## config.mk

```make
export PLATFORM = sky130hd
export DESIGN_NAME = contador_ventana_ctrl_flat
export DESIGN_NICKNAME = d
export VERILOG_FILES = /design/src/rtl/contador_ventana_ctrl_pkg.sv /design/src/rtl/contador_ventana_ctrl_if.sv /design/src/rtl/contador_flanco_det.sv /design/src/rtl/contador_ventana_ctrl.sv /design/src/flat_wrapper.sv
export SDC_FILE = /design/constraint.sdc
export NUM_CORES = 1
export LEC_CHECK = 0
export CORE_UTILIZATION = 55
export DETAILED_ROUTE_END_ITERATION = 12
export PLACE_DENSITY = 0.76
export SYNTH_ARGS = -nofsm -noshare
export SYNTH_HDL_FRONTEND = slang
export SYNTH_HIERARCHICAL = 1
export SYNTH_SLANG_ARGS = --single-unit
```

## constraint.sdc

```tcl
create_clock -name clk -period 2.6 [get_ports clk]
set_input_delay 0.52 -clock clk [delete_from_list [all_inputs] [get_ports clk]]
set_output_delay 0.52 -clock clk [all_outputs]
set_load 0.02 [all_outputs]
```

## src/rtl/contador_ventana_ctrl_pkg.sv

```systemverilog
// contador_pkg: shared state encoding and default sizing for the window counter
package contador_pkg;
    localparam int CNT_W_DEF = 8;
    localparam int WIN_W_DEF = 16;
    localparam int SYNC_STAGES_DEF = 2;
    localparam logic [CNT_W_DEF-1:0] CNT_MAX = '1;
    typedef enum logic [1:0] {IDLE, ARM, COUNT, HOLD} state_e;
endpackage

```

## src/rtl/contador_ventana_ctrl_if.sv

```systemverilog
// contador_ventana_ctrl_if: control, event line and result handshake of the window counter
interface contador_ventana_ctrl_if
    import contador_pkg::*;
#(
    parameter int CNT_W = CNT_W_DEF,
    parameter int WIN_W = WIN_W_DEF
);
    logic             start_i;
    logic [WIN_W-1:0] window_i;
    logic             event_i;
    logic             ready_i;
    logic             busy_o;
    logic             valid_o;
    logic [CNT_W-1:0] result_o;
    logic             overflow_o;
    modport slave (
        input  start_i, window_i, event_i, ready_i,
        output busy_o, valid_o, result_o, overflow_o
    );
    modport master (
        output start_i, window_i, event_i, ready_i,
        input  busy_o, valid_o, result_o, overflow_o
    );
endinterface

```

## src/rtl/contador_flanco_det.sv

```systemverilog
// contador_flanco_det: synchronizer chain plus rising-edge pulse on an async line
module contador_flanco_det #(
    parameter int SYNC_STAGES = 2
) (
    input  logic clk,
    input  logic rst_i,
    input  logic arm_i,
    input  logic sig_i,
    output logic pulse_o
);
    logic [SYNC_STAGES-1:0] sync_q;
    logic                   prev_q;
    always_ff @(posedge clk) begin
        if (rst_i) begin
            sync_q <= '0;
            prev_q <= 1'b0;
        end else begin
            sync_q <= {sync_q[SYNC_STAGES-2:0], sig_i};
            prev_q <= sync_q[SYNC_STAGES-1];
        end
    end
    // history follows the synced level every cycle, so at ARM it already holds the current level
    assign pulse_o = sync_q[SYNC_STAGES-1] & ~prev_q & ~arm_i;
endmodule

```

## src/rtl/contador_ventana_ctrl.sv

```systemverilog
// contador_ventana_ctrl: counts synced rising edges over a programmed window and hands the result off
module contador_ventana_ctrl
    import contador_pkg::*;
#(
    parameter int CNT_W       = CNT_W_DEF,
    parameter int WIN_W       = WIN_W_DEF,
    parameter int SYNC_STAGES = SYNC_STAGES_DEF
) (
    input logic                    clk,
    input logic                    rst_i,
    contador_ventana_ctrl_if.slave bus
);
    localparam logic [CNT_W-1:0] CNT_SAT = {CNT_W{1'b1}};
    state_e           state_q;
    logic [WIN_W-1:0] win_q;
    logic [WIN_W-1:0] rem_q;
    logic [CNT_W-1:0] cnt_q;
    logic             ovf_q;
    logic             busy_q;
    logic             valid_q;
    logic             pulse;
    contador_flanco_det #(.SYNC_STAGES(SYNC_STAGES)) u_flanco (
        .clk     (clk),
        .rst_i   (rst_i),
        .arm_i   (state_q == ARM),
        .sig_i   (bus.event_i),
        .pulse_o (pulse)
    );
    always_ff @(posedge clk) begin
        if (rst_i) begin
            state_q <= IDLE;
            win_q   <= '0;
            rem_q   <= '0;
            cnt_q   <= '0;
            ovf_q   <= 1'b0;
            busy_q  <= 1'b0;
            valid_q <= 1'b0;
        end else begin
            case (state_q)
                IDLE: if (bus.start_i) begin
                    state_q <= ARM;
                    win_q   <= bus.window_i;
                    cnt_q   <= '0;
                    ovf_q   <= 1'b0;
                    busy_q  <= 1'b1;
                end
                ARM: begin
                    rem_q   <= win_q;
                    state_q <= (win_q == '0) ? HOLD : COUNT;
                    busy_q  <= win_q != '0;
                    valid_q <= win_q == '0;
                end
                COUNT: begin
                    // a pulse arriving at full scale is lost, which is what overflow reports
                    if (pulse && cnt_q == CNT_SAT) ovf_q <= 1'b1;
                    else if (pulse) cnt_q <= cnt_q + 1'b1;
                    rem_q <= rem_q - 1'b1;
                    if (rem_q == 1) begin
                        state_q <= HOLD;
                        busy_q  <= 1'b0;
                        valid_q <= 1'b1;
                    end
                end
                HOLD: if (bus.ready_i) begin
                    state_q <= IDLE;
                    valid_q <= 1'b0;
                end
                default: state_q <= IDLE;
            endcase
        end
    end
    assign bus.busy_o     = busy_q;
    assign bus.valid_o    = valid_q;
    assign bus.result_o   = cnt_q;
    assign bus.overflow_o = ovf_q;
endmodule
```

## src/flat_wrapper.sv

```systemverilog
// flat-port wrapper written by rule: the top's interface ports become plain ports
module contador_ventana_ctrl_flat import contador_pkg::*;
#(
    parameter int CNT_W       = CNT_W_DEF,
    parameter int WIN_W       = WIN_W_DEF,
    parameter int SYNC_STAGES = SYNC_STAGES_DEF
)
  (clk, rst_i, bus_start_i, bus_window_i, bus_event_i, bus_ready_i, bus_busy_o, bus_valid_o, bus_result_o, bus_overflow_o);
  contador_ventana_ctrl_if #(.CNT_W(CNT_W), .WIN_W(WIN_W)) bus_i ();
  input logic clk;
  input logic rst_i;
  input wire logic [$bits(bus_i.start_i)-1:0] bus_start_i;
  input wire logic [$bits(bus_i.window_i)-1:0] bus_window_i;
  input wire logic [$bits(bus_i.event_i)-1:0] bus_event_i;
  input wire logic [$bits(bus_i.ready_i)-1:0] bus_ready_i;
  output wire logic [$bits(bus_i.busy_o)-1:0] bus_busy_o;
  output wire logic [$bits(bus_i.valid_o)-1:0] bus_valid_o;
  output wire logic [$bits(bus_i.result_o)-1:0] bus_result_o;
  output wire logic [$bits(bus_i.overflow_o)-1:0] bus_overflow_o;
  assign bus_i.start_i = bus_start_i;
  assign bus_i.window_i = bus_window_i;
  assign bus_i.event_i = bus_event_i;
  assign bus_i.ready_i = bus_ready_i;
  assign bus_busy_o = bus_i.busy_o;
  assign bus_valid_o = bus_i.valid_o;
  assign bus_result_o = bus_i.result_o;
  assign bus_overflow_o = bus_i.overflow_o;
  contador_ventana_ctrl #(.CNT_W(CNT_W), .WIN_W(WIN_W), .SYNC_STAGES(SYNC_STAGES)) u_core (.clk(clk), .rst_i(rst_i), .bus(bus_i));
endmodule
```

==> flow_summary.json, run 1 <==
{
  "place.port_buffers": 31,
  "r2r_cells": 7,
  "dr_total_vias": 2204,
  "post_cts_buffers": 0,
  "ctsHtreeMaxLevel": 2,
  "antenna_found_initial": 0,
  "synth_cells": 307,
  "core_area_mm2": 0.00438,
  "syn_area_mm2": 0.00254,
  "dp_hpwl_um": 3780,
  "ys_ff_latch": 48,
  "worstPathArrival_ps": 2220,
  "grt_max_degree": 34,
  "p_leak_uw": 0.00106,
  "cts_tree": "yes",
  "synth_flop_cell": "dfxtp_1",
  "setup_violations": 0,
  "vias_per_cell": 5.70,
  "finalSetupTns_ps": 0,
  "drv_slew": 0,
  "place_inst": 379,
  "async_reset_ff_share_pct": 0,
  "path_class": "reg2reg",
  "hold_class": "reg2reg",
  "path_buf_inv": 1,
  "finalCritPeriodShare_pct": 78.0,
  "cp_cell_sequence": "inv_1 -> ha_1 -> nor3b_2 -> o211ai_2 -> a2111oi_1 -> xnor2_1 -> nor2_1",
  "cpPeakStageDelay_ps": 410,
  "clk_pin_slew_worst_paths_ps": 90,
  "drive_above_1_share_pct": 10.1,
  "grtUsageTotal_pct": 22.8,
  "die_h_um": 69.9,
  "status": "completed",
  "yosysWarnings": 6,
  "cts_max_path_buffers": 2,
  "holdPathStages": 1,
  "cts_buffers": 5,
  "cts-root-buf": "clkbuf_8",
  "nets": 363,
  "finalPower_uw": 2900,
  "worstPathMaxFanout": 10,
  "rsz0062_at_grt": "no",
  "maxSlewHeadroom_pct": 65.8,
  "wire_per_inst_um": 14.0,
  "worstSetupEndpointType": "flip-flop",
  "num_rows": 24,
  "cts_hold_buf": 0,
  "cap_violations": 0,
  "first_iter_violations": 120,
  "avgSynthCellArea_um2": 8.26,
  "die_w_um": 69.9,
  "preCtsSetupSlack_ps": 443,
  "cp_slowest_cell": "dfxtp_1",
  "io_pins": 32,
  "ir_worst_vdd_mv": 0.629,
  "hold_violations": 0,
  "grt_remaining_overflow": 0,
  "post_cts_resize_count": 0,
  "insertedDiodeCount": 0,
  "dieArea_mm2": 0.00489,
  "path_depth": 7,
  "dr.pass1.iters": 4,
  "syn-num-nets": 336,
  "finalCriticalPeriod_ps": 2030,
  "worstPathRequired_ps": 2790,
  "grt_pass1_wl_um": 9050,
  "insertion_delay_ps": 290,
  "fin_cells": 387,
  "worstMarginPinSlew_ps": 511,
  "wl_um": 5430,
  "clkSinkCount": 48,
  "start_util_pct": 57.8,
  "cp-start-kind": "flip-flop",
  "skew_ps": 6.58,
  "synth_edf_count": 0,
  "fin_ws_ps": 571,
  "drc_errors": 0,
  "area_growth_pct": 16.8,
  "ant_nets": 0,
  "seq_area_frac_synth_pct": 37.9,
  "first_global_vias": 1925,
  "fmax_ghz": 0.493,
  "globalplace.congestion": 0.811,
  "p_per_area_mw_per_mm2": 979,
  "synth.distinct_cells": 58,
  "critical_path.top_delay_family": "compound AO/OA/AOI/OAI gates"
}
[cell families (layout without fill, tap and decap cells)]
kind of cell | after synthesis | in the layout | synth area share (%)
simple gates | 126 | 126 | 26.5
compound gates | 84 | 84 | 21.0
flops | 48 | 48 | 37.9
buf+inv | 27 | 55 | 5.43
fa+ha+maj | 8 | 8 | 3.95
xor+xnor | 7 | 7 | 2.42
mux | 7 | 7 | 2.86
[final cells by class]
class	instances	area [µm²]
timing repair buffer	40	378
tap	52	65.1
clock buffer	7	86.3
sequential	48	961
multi-input combinational	232	1440
fill	359	1420
clock inverter	1	7.51
inverter	7	26.3
[synthesized netlist by cell type, types with 3 or more instances]
cell type | count | share of area (%)
o21ai_1 | 10 | 2.0
ha_1 | 8 | 3.9
buf_2 | 4 | 0.79
nand3_1 | 6 | 1.2
a22oi_1 | 6 | 1.8
nor2_1 | 22 | 3.3
clkbuf_1 | 7 | 1.0
nor3_1 | 7 | 1.4
nor4_1 | 8 | 2.0
dfxtp_1 | 48 | 38
a21oi_1 | 32 | 6.3
nand2_1 | 47 | 7.0
mux2i_1 | 5 | 2.0
inv_1 | 6 | 0.89
nor2b_1 | 11 | 2.7
buf_1 | 3 | 0.44
xnor2_1 | 6 | 2.1
o21ai_0 | 11 | 2.2
a211oi_1 | 10 | 3.0
[metal layers]
metal	routed length (µm)	global-route usage, %
met2	2490	35.0
met4	48	6.00
met1	2720	33.0
met5	0	0
met3	168	4.33
[worst paths after layout]
check	startpoint	end	slack (ps)
worst max-delay path	u_core/state_q[1]$_SDFFE_PP0P_	u_core/bus.result_o[6]$_SDFFE_PP0P_	570
worst min-delay path	u_core/u_flanco/sync_q[0]$_SDFF_PP0_	u_core/u_flanco/sync_q[1]$_SDFF_PP0_	450
worst max register to register	u_core/state_q[1]$_SDFFE_PP0P_	u_core/bus.result_o[6]$_SDFFE_PP0P_	570
worst min register to register	u_core/u_flanco/sync_q[0]$_SDFF_PP0_	u_core/u_flanco/sync_q[1]$_SDFF_PP0_	450
[sequential cells by signal (all words and copies together), names as in the netlist]
name,count
u_core/rem_q,16
u_core/win_q,16
u_core/bus.result_o,8
u_core/state_q,2
u_core/u_flanco/sync_q,2
u_core/bus.busy_o,1
u_core/bus.overflow_o,1
u_core/bus.valid_o,1
u_core/u_flanco/prev_q,1
[power by group]
part	total [µW]	leakage, µW	switching [µW]	internal [µW]
clock	460	0.0000445	243	216
sequential	1040	0.000392	158	879
combinational	1400	0.000621	824	579
total	2900	0.00106	1230	1670
[layout by cell type (no fill, tap or decap), drive strengths merged, types with 6 or more instances in the layout]
cell	instances
clkdlybuf4s50	31
nor2	22
inv	7
nand2	47
clkbuf	7
o21ai	21
nand3	6
xnor2	6
a21oi	33
nor3	9
buf	9
a22oi	6
dfxtp	48
nor2b	11
a211oi	11
nor4	11
ha	8
[stage by stage]
stage	hold slack, ps	instance area [µm²]	utilization [%]
floorplan	414	2540	-
global placement	425	2870	65.4
detailed placement	434	2870	65.4
CTS	459	2960	67.6
global route	479	2960	67.6
finish	454	2960	67.6
(Power assumes the default switching activity.)
==> inputs of run 2 (changes only) <==
--- a/config.mk
+++ b/config.mk
@@ -5,9 +5,9 @@
 export SDC_FILE = /design/constraint.sdc
 export NUM_CORES = 1
 export LEC_CHECK = 0
-export CORE_UTILIZATION = 55
+export CORE_UTILIZATION = 50
 export DETAILED_ROUTE_END_ITERATION = 12
-export PLACE_DENSITY = 0.76
+export PLACE_DENSITY = 0.73
 export SYNTH_ARGS = -nofsm -noshare
 export SYNTH_HDL_FRONTEND = slang
 export SYNTH_HIERARCHICAL = 1
==> constraint.sdc (replaced) <==
create_clock -name clk -period 1.8 [get_ports clk]
set_input_delay 0.36 -clock clk [delete_from_list [all_inputs] [get_ports clk]]
set_output_delay 0.36 -clock clk [all_outputs]
set_load 0.02 [all_outputs]
==> run 2 against run 1 <==
Fmax increased by 15%. Clock power is 50% higher. Non-clock buffer count is 21 higher. Critical path type unchanged. Largest power group unchanged. Highest routed layer unchanged.
==> flow_summary.json, run 2 (same netlist as run 1, synthesis figures left out) <==
{
  "status": "completed",
  "dp_hpwl_um": 4150,
  "clkSinkCount": 48,
  "dr_total_vias": 2348,
  "ant_nets": 0,
  "vias_per_cell": 5.55,
  "cp_slowest_cell": "dfxtp_4",
  "place_inst": 411,
  "io_pins": 32,
  "cts_tree": "yes",
  "p_int_uw": 2810,
  "worstPathRequired_ps": 2000,
  "antenna_found_initial": 0,
  "worstHoldStart": "u_core/u_flanco/sync_q[0]$_SDFF_PP0_",
  "path_class": "reg2reg",
  "area_growth_pct": 30.5,
  "r2r_start": "u_core/state_q[0]$_SDFFE_PP0P_",
  "regArea_um2": 968,
  "first_iter_violations": 130,
  "cts_max_path_buffers": 2,
  "power.share.combinational_pct": 54.6,
  "cts_hold_buf": 0,
  "switching_share_pct": 41.7,
  "grt_max_degree": 34,
  "worstPathMaxFanout": 7,
  "die_w_um": 73.2,
  "rsz0062_at_grt": "yes",
  "drv_slew": 0,
  "p_per_area_mw_per_mm2": 1450,
  "cts_buffers": 5,
  "ir_worst_vdd_mv": 1.12,
  "final_common_cell": "nand2_1",
  "die_h_um": 73.2,
  "dr.pass1.iters": 4,
  "clk_pin_slew_worst_paths_ps": 100,
  "cts-root-buf": "clkbuf_8",
  "worstPathArrival_ps": 1950,
  "drive_above_1_share_pct": 21.3,
  "p_clk_share_pct": 14.3,
  "insertion_delay_ps": 300,
  "grt_remaining_overflow": 0,
  "skew_ps": 9.32,
  "place.port_buffers": 31,
  "p_switching_uw": 2010,
  "hold_violations": 0,
  "grt_pass1_wl_um": 9340,
  "start_util_pct": 52.6,
  "p_leak_uw": 0.00119,
  "cap_violations": 0,
  "setup_violations": 0,
  "maxSlewHeadroom_pct": 68.1,
  "dieArea_mm2": 0.00536,
  "cpPeakStageDelay_ps": 390,
  "worstMarginPinSlew_ps": 476,
  "globalplace.congestion": 0.854,
  "first_global_vias": 1971,
  "cp_cell_sequence": "inv_1 -> ha_1 -> or2_1 -> o211ai_4 -> buf_6 -> nor2_1 -> a22oi_1 -> o21ai_1",
  "seqPwrFrac_pct": 31.0,
  "num_rows": 25,
  "fin_ws_ps": 43.2,
  "cp-start-kind": "flip-flop",
  "multi_input_area_mm2": 0.00158,
  "finalCriticalPeriod_ps": 1760,
  "fill_cells": 417,
  "worstSetupEndpointType": "flip-flop",
  "final_cell_mix": "nand2_1 (47), dfxtp_1 (44), a21oi_1 (32)",
  "drc_errors": 0,
  "finalPower_uw": 4810,
  "preCtsSetupSlack_ps": -82.1,
  "hold_class": "reg2reg",
  "insertedDiodeCount": 0,
  "crit_start": "u_core/state_q[0]$_SDFFE_PP0P_",
  "finalCritPeriodShare_pct": 97.6,
  "wire_per_inst_um": 14.4,
  "ctsHtreeMaxLevel": 2,
  "wl_um": 6090,
  "nets": 384,
  "grtUsageTotal_pct": 22.6,
  "fin_cells": 423,
  "fmax_ghz": 0.569,
  "core_area_mm2": 0.00482
}
run 2: path summary, 6_finish.rpt:
kind,to,slack (ps),depth (start not counted)
setup / recovery,u_core/bus.result_o[1]$_SDFFE_PP0P_,40,8
hold / removal,u_core/u_flanco/sync_q[1]$_SDFF_PP0_,450,1
hold reg to reg,u_core/u_flanco/sync_q[1]$_SDFF_PP0_,450,1
setup reg to reg,u_core/bus.result_o[1]$_SDFFE_PP0P_,40,8
run 2: through the flow:
step                instance area [µm²]  util (%)  hold slack [ps]  setup TNS, ps
finish                             3310      68.7              448              0
global route                       3310      68.7              461           -165
CTS                                3140      65.1              453              0
detailed placement                 3030      62.8              435           -175
global placement                   3030      62.8              418          -90.3
floorplan                          2540         -              414              0
run 2: power groups by stage:
stage | registers, µW | logic, µW | clock network, µW
6_report | 1490 | 2630 | 689
5_1_grt | 1520 | 2880 | 744
4_1_cts | 1460 | 2290 | 706
3_5_place_dp | 1480 | 2260 | 0
3_3_place_gp | 1470 | 2230 | 0
2_1_floorplan | 1480 | 1650 | 0
run 2: area by class of cell:
cell class,instances,share of cell area (%)
clock buffers,6,2.50
clock inverters,2,0.416
inverters,7,0.794
multi-input cells,232,47.6
flip-flops and latches,48,29.3
well taps,67,2.53
repair buffers,61,16.9
run 2: repair_timing:
item | 4_1_cts | 5_1_grt
pin swaps | 0 | 7
gates cloned | 0 | 1
buffers inserted | 0 | 3
endpoints found under the setup margin | 8 | 19
resized for setup | 4 | 30
run 2: critical path: cells and delay by family (launching register included):
kind,cells,cell delay (ps)
compound gates,3,400
fa+ha+maj,1,270
buf+inv,2,260
flops,1,390
simple gates,2,330
run 2: metal layers:
layer	wire, µm	GRT usage [%]
met5	0	0
met2	2940	35.2
met4	45	5.45
met3	235	4.14
met1	2870	32.1
==> inputs of run 3 (changes only) <==
--- a/config.mk
+++ b/config.mk
@@ -5,9 +5,10 @@
 export SDC_FILE = /design/constraint.sdc
 export NUM_CORES = 1
 export LEC_CHECK = 0
-export CORE_UTILIZATION = 50
+export CORE_UTILIZATION = 45
+export CTS_CLUSTER_DIAMETER = 40
 export DETAILED_ROUTE_END_ITERATION = 12
-export PLACE_DENSITY = 0.73
+export PLACE_DENSITY = 0.67
 export SYNTH_ARGS = -nofsm -noshare
 export SYNTH_HDL_FRONTEND = slang
 export SYNTH_HIERARCHICAL = 1
==> run 3 against run 2 <==
Critical path depth fell by 6. Sequential power barely moved. Critical endpoint is now bus_result_o[0]. Clock power grew 16%. Sequential cell count unchanged. Largest power group unchanged. First-iteration DRC count up 4.6%. Combinational power about the same. Global-route usage fell by 1.4 points. Die area is 11% higher. Core utilization fell by 4.3 points.
==> flow_summary.json, run 3 (same netlist as run 1, synthesis figures left out) <==
{
  "status": "completed",
  "cts_hold_buf": 0,
  "setup_violations": 0,
  "path_class": "reg2out",
  "rsz0062_at_grt": "yes",
  "fmax_ghz": 0.578,
  "cap_violations": 0,
  "finalCriticalPeriod_ps": 1730,
  "clkSinkCount": 48,
  "worstPathMaxFanout": 5,
  "cts-root-buf": "clkbuf_8",
  "io_pins": 32,
  "worstSetupEndpointType": "output port",
  "insertedDiodeCount": 0,
  "drv_slew": 0,
  "place_inst": 414,
  "nets": 387,
  "finalSetupTns_ps": 0,
  "antenna_found_initial": 0,
  "clk_pin_slew_worst_paths_ps": 90,
  "switching_share_pct": 40.3,
  "worstPathRequired_ps": 1440,
  "finalCritPeriodShare_pct": 96.2,
  "first_global_vias": 2149,
  "insertion_delay_ps": 310,
  "rr_endpoint": "u_core/bus.result_o[7]$_SDFFE_PP0P_",
  "dp_hpwl_um": 4090,
  "grt_max_degree": 34,
  "skew_ps": 10.1,
  "ant_nets": 0,
  "r2r_slack_ps": 70,
  "p_clk_share_pct": 16.4,
  "p_per_area_mw_per_mm2": 1440,
  "cts_tree": "yes",
  "grtUsageTotal_pct": 21.1,
  "worstMarginPinSlew_ps": 416,
  "drc_errors": 0,
  "fin_cells": 429,
  "dr.pass1.iters": 4,
  "ir_worst_vdd_mv": 0.665,
  "cts_buffers": 5,
  "seqPwrFrac_pct": 30.6,
  "multi_input_area_mm2": 0.00158,
  "timing.hold.ws_ps": 450,
  "dieArea_mm2": 0.00594,
  "worstHoldStart": "u_core/u_flanco/sync_q[0]$_SDFF_PP0_",
  "core_area_mm2": 0.00527,
  "start_util_pct": 48.1,
  "drive_above_1_share_pct": 21.7,
  "final_cell_mix": "nand2_1 (46), dfxtp_1 (43), a21oi_1 (32)",
  "p_leak_uw": 0.00125,
  "vias_per_cell": 5.47,
  "regArea_um2": 970,
  "r2r_start": "u_core/state_q[1]$_SDFFE_PP0P_",
  "wl_um": 5950,
  "maxSlewHeadroom_pct": 72.1,
  "p_switching_uw": 1970,
  "cts_max_path_buffers": 2,
  "p_int_uw": 2930,
  "wire_per_inst_um": 13.9,
  "die_w_um": 77.1,
  "first_iter_violations": 136,
  "grt_pass1_wl_um": 10200,
  "place.port_buffers": 31,
  "dr_total_vias": 2346,
  "ctsHtreeMaxLevel": 2,
  "r2r_cells": 8,
  "hold_violations": 0,
  "grt_remaining_overflow": 0,
  "cp-start-kind": "flip-flop",
  "area_growth_pct": 33.9,
  "final_common_cell": "nand2_1",
  "worstPathArrival_ps": 1370,
  "hold_class": "reg2reg",
  "num_rows": 26,
  "power.share.combinational_pct": 53.1,
  "min_to": "u_core/u_flanco/sync_q[1]$_SDFF_PP0_",
  "globalplace.congestion": 0.766,
  "die_h_um": 77.1,
  "holdPathStages": 1,
  "fill_cells": 454
}
run 3: power groups by stage:
stage | combinational [µW] | clock [µW] | sequential [µW]
final | 2600 | 802 | 1500
after global placement | 2270 | 0 | 1470
after global routing | 2870 | 880 | 1530
after CTS | 2360 | 834 | 1460
after detailed placement | 2310 | 0 | 1480
after floorplan | 1650 | 0 | 1480
run 3: timing repair:
item / 4_1_cts / 5_1_grt
endpoints found under the hold margin: 0 / 0
gates cloned: 1 / 0
setup buffers: 3 / 3
pin swaps: 2 / 11
endpoints found under the setup margin: 9 / 23
resized for setup: 8 / 30
run 3: per-stage QoR:
stage                     total power, µW  utilization [%]  setup slack (ps)  area [µm²]
after global placement               3740             58.0             -62.8        3060
after floorplan                      3140                -              20.9        2540
after global routing                 5270             64.4             -26.9        3400
after CTS                            4650             61.4             -16.7        3240
final                                4900             64.4              69.1        3400
after detailed placement             3790             58.0             -86.2        3060
run 3: worst max path at each step:
stage / start / to / cells after the start
after CTS: u_core/state_q[1]$_SDFFE_PP0P_ / u_core/bus.result_o[5]$_SDFFE_PP0P_ / 8
after floorplan: u_core/state_q[1]$_SDFFE_PP0P_ / u_core/bus.result_o[6]$_SDFFE_PP0P_ / 9
after detailed placement: bus_start_i / u_core/bus.result_o[6]$_SDFFE_PP0P_ / 6
after global placement: bus_start_i / u_core/bus.result_o[6]$_SDFFE_PP0P_ / 6
after global routing: u_core/state_q[0]$_SDFFE_PP0P_ / u_core/bus.result_o[1]$_SDFFE_PP0P_ / 8
final: u_core/bus.result_o[0]$_SDFFE_PP0P_ / bus_result_o[0] / 2
run 3: area by class of cell:
| type | instances | area share, % |
|---|---|---|
| Sequential cell | 48 | 28.6 |
| Tap cell | 70 | 2.58 |
| Clock inverter | 3 | 1.36 |
| Multi-Input combinational cell | 232 | 46.5 |
| Inverter | 7 | 0.847 |
| Timing Repair Buffer | 64 | 18.1 |
| Clock buffer | 5 | 2.03 |
run 3: critical path, stage by stage, from the launching register on:
cell             delay [ps]
dfxtp_1                 350
buf_4                   130
clkdlybuf4s50_1         590
run 3: routing by layer:
metal,GRT usage (%),part of all wire [%]
met5,0,0
met4,5.66,0.96
met3,3.69,2.9
met2,33.7,45
met1,29.3,51
